File: src/rtl/osd_cmd_pkg.sv
// Shared types and constants for the OSD command arbiter.
package osd_cmd_pkg;

    typedef enum logic [1:0] {
        IDLE   = 2'd0,
        BUSY   = 2'd1,
        INJECT = 2'd2
    } osd_state_e;

    localparam logic [7:0] CMD_ENABLE = 8'd1;
    localparam logic [7:0] CMD_WRITE  = 8'd2;

    localparam logic PORT_A = 1'b0;
    localparam logic PORT_B = 1'b1;

    // Width of a counter that must hold values 0..n-1 (at least 1 bit).
    function automatic int unsigned cnt_w(input int unsigned n);
        return (n < 2) ? 1 : $clog2(n);
    endfunction

endpackage

File: src/rtl/osd_rr_arb2.sv
// Two-way round-robin pick: on a tie the port not granted last wins.
module osd_rr_arb2
    import osd_cmd_pkg::*;
(
    input  logic [1:0] req,
    input  logic       last_gnt,
    output logic       gnt_vld,
    output logic       gnt_idx
);

    // Pure combinational pick.
    always_comb begin
        gnt_vld = |req;
        gnt_idx = PORT_A;
        if (&req)
            gnt_idx = ~last_gnt;
        else if (req[PORT_B])
            gnt_idx = PORT_B;
    end

endmodule

File: src/rtl/osd_cmd_arbiter.sv
// Arbitrates packets from two byte sources onto the OSD strobe interface.
// Packets are granted whole, round-robin, with strobe pacing and a stall
// timeout. Optional auto-hide injection is enabled by OSD_AUTOHIDE_EN.
module osd_cmd_arbiter
    import osd_cmd_pkg::*;
#(
    parameter int unsigned STROBE_GAP  = 0,
    parameter int unsigned TIMEOUT     = 4096,
    parameter int unsigned HIDE_CYCLES = 50000000
) (
    input  logic       clk,
    input  logic       reset_n,
    input  logic       a_valid,
    input  logic       a_start,
    input  logic       a_last,
    input  logic [7:0] a_data,
    output logic       a_ready,
    input  logic       b_valid,
    input  logic       b_start,
    input  logic       b_last,
    input  logic [7:0] b_data,
    output logic       b_ready,
    output logic       out_strobe,
    output logic       out_start,
    output logic [7:0] out_data,
    output logic       busy,
    output logic       abort
);

    localparam int unsigned GW = cnt_w(STROBE_GAP + 1);
    localparam int unsigned TW = cnt_w(TIMEOUT);
    localparam logic [GW-1:0] GAP_LD = GW'(STROBE_GAP);
    localparam logic [TW-1:0] TO_MAX = TW'(TIMEOUT - 1);

    osd_state_e    state_q, state_d;
    logic          grant_q, grant_d;
    logic          rr_q, rr_d;
    logic          first_q, first_d;
    logic [GW-1:0] gap_q, gap_d;
    logic [TW-1:0] to_q, to_d;
    logic          run_q;
    logic          out_strobe_q, out_strobe_d;
    logic          out_start_q, out_start_d;
    logic [7:0]    out_data_q, out_data_d;

    logic [1:0]    req, rdy;
    logic          gnt_vld, gnt_idx;
    logic          g_valid, g_last;
    logic [7:0]    g_data;
    logic          gap_ok, xfer, emit, abort_w;
    logic          inj_emit, inj_first;
    logic [7:0]    inj_byte;

`ifdef OSD_AUTOHIDE_EN
    localparam int unsigned IW = cnt_w(HIDE_CYCLES);
    localparam logic [IW-1:0] IDLE_MAX = IW'(HIDE_CYCLES - 1);

    logic [IW-1:0] idle_q, idle_d;
    logic          inj_q, inj_d;
    logic          shadow_q, shadow_d;
    logic          second_q, second_d;
    logic [7:0]    cmd_q, cmd_d;

    assign inj_emit  = (state_q == INJECT) && gap_ok;
    assign inj_first = inj_emit && !inj_q;
    assign inj_byte  = inj_q ? 8'd0 : CMD_ENABLE;
`else
    // HIDE_CYCLES has no effect without auto-hide.
    assign inj_emit  = 1'b0 & (HIDE_CYCLES == 0);
    assign inj_first = 1'b0;
    assign inj_byte  = 8'd0;
`endif

    assign req     = {b_valid & b_start, a_valid & a_start};
    assign g_valid = grant_q ? b_valid : a_valid;
    assign g_last  = grant_q ? b_last  : a_last;
    assign g_data  = grant_q ? b_data  : a_data;
    assign gap_ok  = (gap_q == '0);
    assign xfer    = (state_q == BUSY) && g_valid && rdy[grant_q];
    assign emit    = xfer | inj_emit;

    osd_rr_arb2 u_rr (
        .req     (req),
        .last_gnt(rr_q),
        .gnt_vld (gnt_vld),
        .gnt_idx (gnt_idx)
    );

    // Port readies, abort pulse and busy flag from current state.
    always_comb begin
        rdy = 2'b00;
        case (state_q)
            IDLE:    rdy = {b_valid & ~b_start, a_valid & ~a_start};
            BUSY:    rdy[grant_q] = gap_ok;
            default: rdy = 2'b00;
        endcase
        // Nothing is accepted until the first clock after reset release.
        rdy     = rdy & {2{run_q}};
        abort_w = (state_q == BUSY) && !g_valid && (to_q == TO_MAX);
    end

    assign a_ready    = rdy[PORT_A];
    assign b_ready    = rdy[PORT_B];
    assign abort      = abort_w;
    assign busy       = (state_q != IDLE);
    assign out_strobe = out_strobe_q;
    assign out_start  = out_start_q;
    assign out_data   = out_data_q;

    // Next-state selection.
    always_comb begin
        state_d = state_q;
        case (state_q)
            IDLE: begin
                if (gnt_vld)
                    state_d = BUSY;
`ifdef OSD_AUTOHIDE_EN
                else if (idle_q == IDLE_MAX && shadow_q)
                    state_d = INJECT;
`endif
            end
            BUSY: begin
                if ((xfer && g_last) || abort_w)
                    state_d = IDLE;
            end
`ifdef OSD_AUTOHIDE_EN
            INJECT: begin
                if (inj_emit && inj_q)
                    state_d = IDLE;
            end
`endif
            default: state_d = IDLE;
        endcase
    end

    // Grant, pacing, timeout and output byte register updates.
    always_comb begin
        grant_d      = grant_q;
        rr_d         = rr_q;
        first_d      = first_q;
        to_d         = to_q;
        gap_d        = gap_ok ? '0 : gap_q - 1'b1;
        if (emit)
            gap_d = GAP_LD;
        out_strobe_d = emit;
        out_start_d  = (xfer & first_q) | inj_first;
        out_data_d   = out_data_q;
        if (xfer)
            out_data_d = g_data;
        else if (inj_emit)
            out_data_d = inj_byte;
        case (state_q)
            IDLE: begin
                if (gnt_vld) begin
                    grant_d = gnt_idx;
                    first_d = 1'b1;
                    to_d    = '0;
                end
            end
            BUSY: begin
                if (xfer) begin
                    first_d = 1'b0;
                    to_d    = '0;
                    if (g_last)
                        rr_d = grant_q;
                end else if (!g_valid) begin
                    if (to_q == TO_MAX) begin
                        to_d = '0;
                        rr_d = grant_q;
                    end else begin
                        to_d = to_q + 1'b1;
                    end
                end
            end
            default: ;
        endcase
    end

`ifdef OSD_AUTOHIDE_EN
    // Idle timer, injection sequencing and snoop of ENABLE packets.
    always_comb begin
        idle_d   = idle_q;
        inj_d    = inj_q;
        shadow_d = shadow_q;
        second_d = second_q;
        cmd_d    = cmd_q;
        case (state_q)
            IDLE: begin
                if (gnt_vld) begin
                    idle_d   = '0;
                    second_d = 1'b0;
                end else if (idle_q != IDLE_MAX) begin
                    idle_d = idle_q + 1'b1;
                end else if (shadow_q) begin
                    idle_d = '0;
                    inj_d  = 1'b0;
                end
            end
            BUSY: begin
                if (xfer) begin
                    second_d = first_q;
                    if (first_q)
                        cmd_d = g_data;
                    else if (second_q && cmd_q == CMD_ENABLE)
                        shadow_d = g_data[0];
                end
            end
            INJECT: begin
                if (inj_emit) begin
                    inj_d = 1'b1;
                    if (inj_q)
                        shadow_d = 1'b0;
                end
            end
            default: ;
        endcase
    end

    // Auto-hide state registers.
    always_ff @(posedge clk or negedge reset_n) begin
        if (!reset_n) begin
            idle_q   <= '0;
            inj_q    <= 1'b0;
            shadow_q <= 1'b0;
            second_q <= 1'b0;
            cmd_q    <= 8'd0;
        end else begin
            idle_q   <= idle_d;
            inj_q    <= inj_d;
            shadow_q <= shadow_d;
            second_q <= second_d;
            cmd_q    <= cmd_d;
        end
    end
`endif

    // State register.
    always_ff @(posedge clk or negedge reset_n) begin
        if (!reset_n)
            state_q <= IDLE;
        else
            state_q <= state_d;
    end

    // Datapath registers; rr starts at B so A wins the first tie.
    always_ff @(posedge clk or negedge reset_n) begin
        if (!reset_n) begin
            grant_q      <= PORT_A;
            rr_q         <= PORT_B;
            first_q      <= 1'b0;
            gap_q        <= '0;
            to_q         <= '0;
            run_q        <= 1'b0;
            out_strobe_q <= 1'b0;
            out_start_q  <= 1'b0;
            out_data_q   <= 8'd0;
        end else begin
            grant_q      <= grant_d;
            rr_q         <= rr_d;
            first_q      <= first_d;
            gap_q        <= gap_d;
            to_q         <= to_d;
            run_q        <= 1'b1;
            out_strobe_q <= out_strobe_d;
            out_start_q  <= out_start_d;
            out_data_q   <= out_data_d;
        end
    end

endmodule

File: config.mk
export PLATFORM = sky130hd
export DESIGN_NAME = osd_cmd_arbiter
export DESIGN_NICKNAME = d
export VERILOG_FILES = /design/src/rtl/osd_cmd_pkg.sv /design/src/rtl/osd_rr_arb2.sv /design/src/rtl/osd_cmd_arbiter.sv
export SDC_FILE = /design/constraint.sdc
export NUM_CORES = 1
export LEC_CHECK = 0
export CAP_MARGIN = 0
export CELL_PAD_IN_SITES_DETAIL_PLACEMENT = 1
export CELL_PAD_IN_SITES_GLOBAL_PLACEMENT = 2
export CORE_MARGIN = 10
export CORE_UTILIZATION = 29
export DETAILED_ROUTE_END_ITERATION = 8
export HOLD_SLACK_MARGIN = 0.15
export PLACE_DENSITY_LB_ADDON = 0.08
export REMOVE_ABC_BUFFERS = 1
export SLEW_MARGIN = 0
export SYNTH_ARGS = -nofsm -noshare
export SYNTH_HDL_FRONTEND = slang
export SYNTH_HIERARCHICAL = 1
export SYNTH_SLANG_ARGS = --single-unit
File: constraint.sdc
create_clock -name clk -period 1.9 [get_ports clk]
set_input_delay 0.38 -clock clk [delete_from_list [all_inputs] [get_ports clk]]
set_output_delay 0.38 -clock clk [all_outputs]
set_load 0.05 [all_outputs]
==> results.json <==
{
  "setup_slack_ns": 0.00938,
  "path_max_fanout": 2,
  "final.setup_skew_ns": 0.00192,
  "nFillCells": 566,
  "place_hpwl_um": 3460,
  "ys_ff_latch": 27,
  "worst-endpoint-arrival_ns": 1.51,
  "netlist_top_cells_count": "26 x sky130_fd_sc_hd__dfrtp_1, 21 x sky130_fd_sc_hd__nand2_1, 15 x sky130_fd_sc_hd__o21ai_0",
  "layoutNonFillerInstCount": 276,
  "critPathRequiredTime_ns": 1.52,
  "clock-sinks": 27,
  "grt_use_met3_pct": 3.16,
  "synth_edf_count": 0,
  "hold_viol_final": 0,
  "dominantRegCellSynth": "sky130_fd_sc_hd__dfrtp_1",
  "die_y_extent_um": 90.9,
  "grt_use_met1_pct": 12.8,
  "synthDominantAreaCellType": "sky130_fd_sc_hd__dfrtp_1",
  "maximum_number_of_pins_on_one_net_before_global_route_repair": 28,
  "grt_antenna_before_repair": 0,
  "number_of_top_level_design_ports": 38,
  "criticalPathCategory": "reg -> out",
  "drt_drc_violations_left": 0,
  "synthesis.area_per_instance_sq_um": 9.40,
  "number_of_placed_instances_with_taps_included": 263,
  "core_sq_mm": 0.00479,
  "max_cap_violations": 0,
  "maximum_count_of_clock_buffers_along_a_single_path": 2,
  "cts_buf_count": 3,
  "initial_utilization_pct": 30.5,
  "dp_slack_ns": -0.186,
  "drive_gt1_share_pct": 27.8,
  "final_core_utilization_pct": 44.7,
  "seq_area_frac_synth_pct": 46.4,
  "crit_path_start": "to_q[0]$_DFFE_PN0P_",
  "worstSkewPairLatency_ns": 0.28,
  "worst_pin_slew_ns": 0.506,
  "place_congestion": 0.839,
  "grt_use_met2_pct": 17.1,
  "timing.critical_path.from_type": "flip-flop",
  "regToRegEndpoint": "rr_q$_DFFE_PN1P_",
  "number_of_placement_rows": 25,
  "antenna-diode-count": 0,
  "die_area_sq_mm": 0.00826,
  "cts.root.buffer_cell": "sky130_fd_sc_hd__clkbuf_8",
  "timing.max_slew.rel_slack_pct": 66.2,
  "vias": 1360,
  "crit_path_end": "abort",
  "die_width_um": 90.9,
  "rr_startpoint": "grant_q$_DFFE_PN0P_",
  "route.antenna.remaining_nets": 0,
  "grt_setup_unrepaired": "yes",
  "grt-busiest-layer": "met2",
  "worst_hold_path_type": "in -> async",
  "final_max_slew_viol_count": 0,
  "synthCells": 155,
  "r2r.worst_path.cells": 5,
  "power.density_mw_per_mm2": 1260,
  "max-vdd-ir-drop_uv": 636,
  "route.detailed.vias_per_inst": 4.93,
  "synth_async_sr_flop_share_pct": 100,
  "synth_cell_types": 45,
  "synth.most_common_cell": "sky130_fd_sc_hd__dfrtp_1",
  "tritoncts": "yes",
  "areaGrowthSynthToFinish_pct": 46.6,
  "fin_crit_sh_pct": 99.5,
  "detail_route.wl_per_cell_um": 16.2,
  "final_count_of_negative_setup_slack_endpoints": 0,
  "grt_first_pass_wirelength_um": 7240,
  "detail_route.wirelength_um": 4470,
  "level_count_of_the_clock_h_tree": 1,
  "synth_area_sq_mm": 0.00146,
  "setup.reg_to_reg.worst_slack_ns": 0.10,
  "fmaxAchievable_mhz": 529,
  "globalRoute.totalOverflow": 0,
  "cts-hold-fix-buffers": 0,
  "result_of_the_run": "complete, no violations",
  "global_router_s_overall_resource_usage_pct": 10.6,
  "period_needed_ns": 1.89,
  "hold-worst-slack_ns": 0.463,
  "endpoint_kind": "output port",
  "post-synth-top-area-fraction_pct": 44.6,
  "synth_top_cells_by_area": "sky130_fd_sc_hd__dfrtp_1 45%, sky130_fd_sc_hd__mux2i_1 6.2%, sky130_fd_sc_hd__nand2_1 5.4%, sky130_fd_sc_hd__o21ai_0 5.2%, sky130_fd_sc_hd__a31oi_1 2.6%",
  "seqCellArea_sq_um": 678,
  "leakage_nw": 0.932,
  "drt-initial-drc-count": 65,
  "buffer_ports.inserted": 37,
  "synth_warnings": 6,
  "fin_total_pwr_mw": 2.69,
  "multi_input_gate_area_in_the_final_layout_sq_um": 756,
  "number_of_global_route_vias_before_repair": 1435,
  "clock_pin_slew_of_the_registers_on_the_worst_case_setup_and_hold_paths_ns": 0.10,
  "finish.net_count": 235,
  "firstDrtPassIters": 2
}
==> metal layers <==
metal,vias to the layer above,part of all wire (%)
met2,21,50
met4,0,1.1
met1,669,44
met3,5,4.6
li1,665,-
met5,-,0
==> power by group <==
part	switching [mW]	internal, mW	leakage (nW)
Sequential	0.122	0.732	0.349
Clock	0.199	0.148	0.0255
Combinational	0.861	0.631	0.558
Total	1.18	1.51	0.932
==> kinds of logic after synthesis <==
group / Yosys count / share of synthesized area (%)
and+or+nand+nor: 61 / 22.8
AOI/OAI and AO/OA: 36 / 15.5
DFF: 27 / 46.4
buffers and inverters: 15 / 4.12
muxes: 12 / 8.76
xor gates and xnor gates: 2 / 1.20
adders and majority gates: 1 / 0.858
other: 1 / 0.257
==> state kept, by name, summed over array words and instances (netlist names) <==
signal,count
rr_q,1
to_q,12
grant_q,1
first_q,1
run_q,1
state_q,1
out_start,1
out_data,8
out_strobe,1
==> critical path, cell delays in order, from the launching register on <==
cell,delay (ns)
sky130_fd_sc_hd__dfrtp_1,0.43
sky130_fd_sc_hd__ha_4,0.18
sky130_fd_sc_hd__and2_4,0.15
sky130_fd_sc_hd__and4_1,0.18
sky130_fd_sc_hd__and4_4,0.15
sky130_fd_sc_hd__buf_12,0.14
==> placed cells by master, fill, tap and decap left out, types with 2 or more instances in the layout <==
master / Yosys / layout
sky130_fd_sc_hd__a21oi_1: 3 / 3
sky130_fd_sc_hd__a31oi_1: 6 / 6
sky130_fd_sc_hd__and2_1: 5 / 3
sky130_fd_sc_hd__and2_4: 0 / 2
sky130_fd_sc_hd__and3_2: 2 / 2
sky130_fd_sc_hd__buf_12: 0 / 4
sky130_fd_sc_hd__buf_4: 0 / 31
sky130_fd_sc_hd__clkbuf_8: 0 / 3
sky130_fd_sc_hd__clkdlybuf4s50_1: 0 / 22
sky130_fd_sc_hd__dfrtp_1: 26 / 25
sky130_fd_sc_hd__dlygate4sd2_1: 0 / 2
sky130_fd_sc_hd__inv_1: 6 / 6
sky130_fd_sc_hd__mux2_2: 2 / 2
sky130_fd_sc_hd__mux2i_1: 9 / 8
sky130_fd_sc_hd__nand2_1: 21 / 21
sky130_fd_sc_hd__nand3_1: 5 / 5
sky130_fd_sc_hd__nand3b_1: 3 / 3
sky130_fd_sc_hd__nand4_1: 4 / 4
sky130_fd_sc_hd__nor2_1: 6 / 5
sky130_fd_sc_hd__nor3b_1: 3 / 2
sky130_fd_sc_hd__o2111ai_1: 2 / 2
sky130_fd_sc_hd__o21ai_0: 15 / 15
sky130_fd_sc_hd__xnor2_1: 2 / 2
==> layout make-up <==
type                            count  area share [%]
Clock buffer                        3            1.93
Clock inverter                      1           0.234
Inverter                            6            1.05
Multi-Input combinational cell    113            35.4
Sequential cell                    27            31.7
Tap cell                           67            3.92
Timing Repair Buffer               59            25.8
==> worst min path at each step <==
stage,endpoint,slack (ns),cells past startpoint
3_5_place_dp,first_q$_DFFE_PN0P_,0.47,1
4_1_cts,to_q[7]$_DFFE_PN0P_,0.49,2
5_1_grt,to_q[7]$_DFFE_PN0P_,0.50,2
3_3_place_gp,first_q$_DFFE_PN0P_,0.46,1
2_1_floorplan,first_q$_DFFE_PN0P_,0.08,0
6_report,to_q[5]$_DFFE_PN0P_,0.46,2
==> stage by stage <==
stage | setup TNS, ns | area, sq um
global route | -0.158 | 2140
detailed placement | -1.37 | 1990
finish | 0 | 2140
CTS | -0.0177 | 2080
global placement | -0.478 | 1990
floorplan | -0.664 | 1420
==> repair_timing <==
| item | 4_1_cts | 5_1_grt |
|---|---|---|
| buffers inserted | 4 | 5 |
| setup endpoints to repair | 3 | 8 |
| gates resized for setup | 7 | 5 |
| pin swaps | 2 | 0 |
Note: power is estimated with default switching activity, not from simulation.
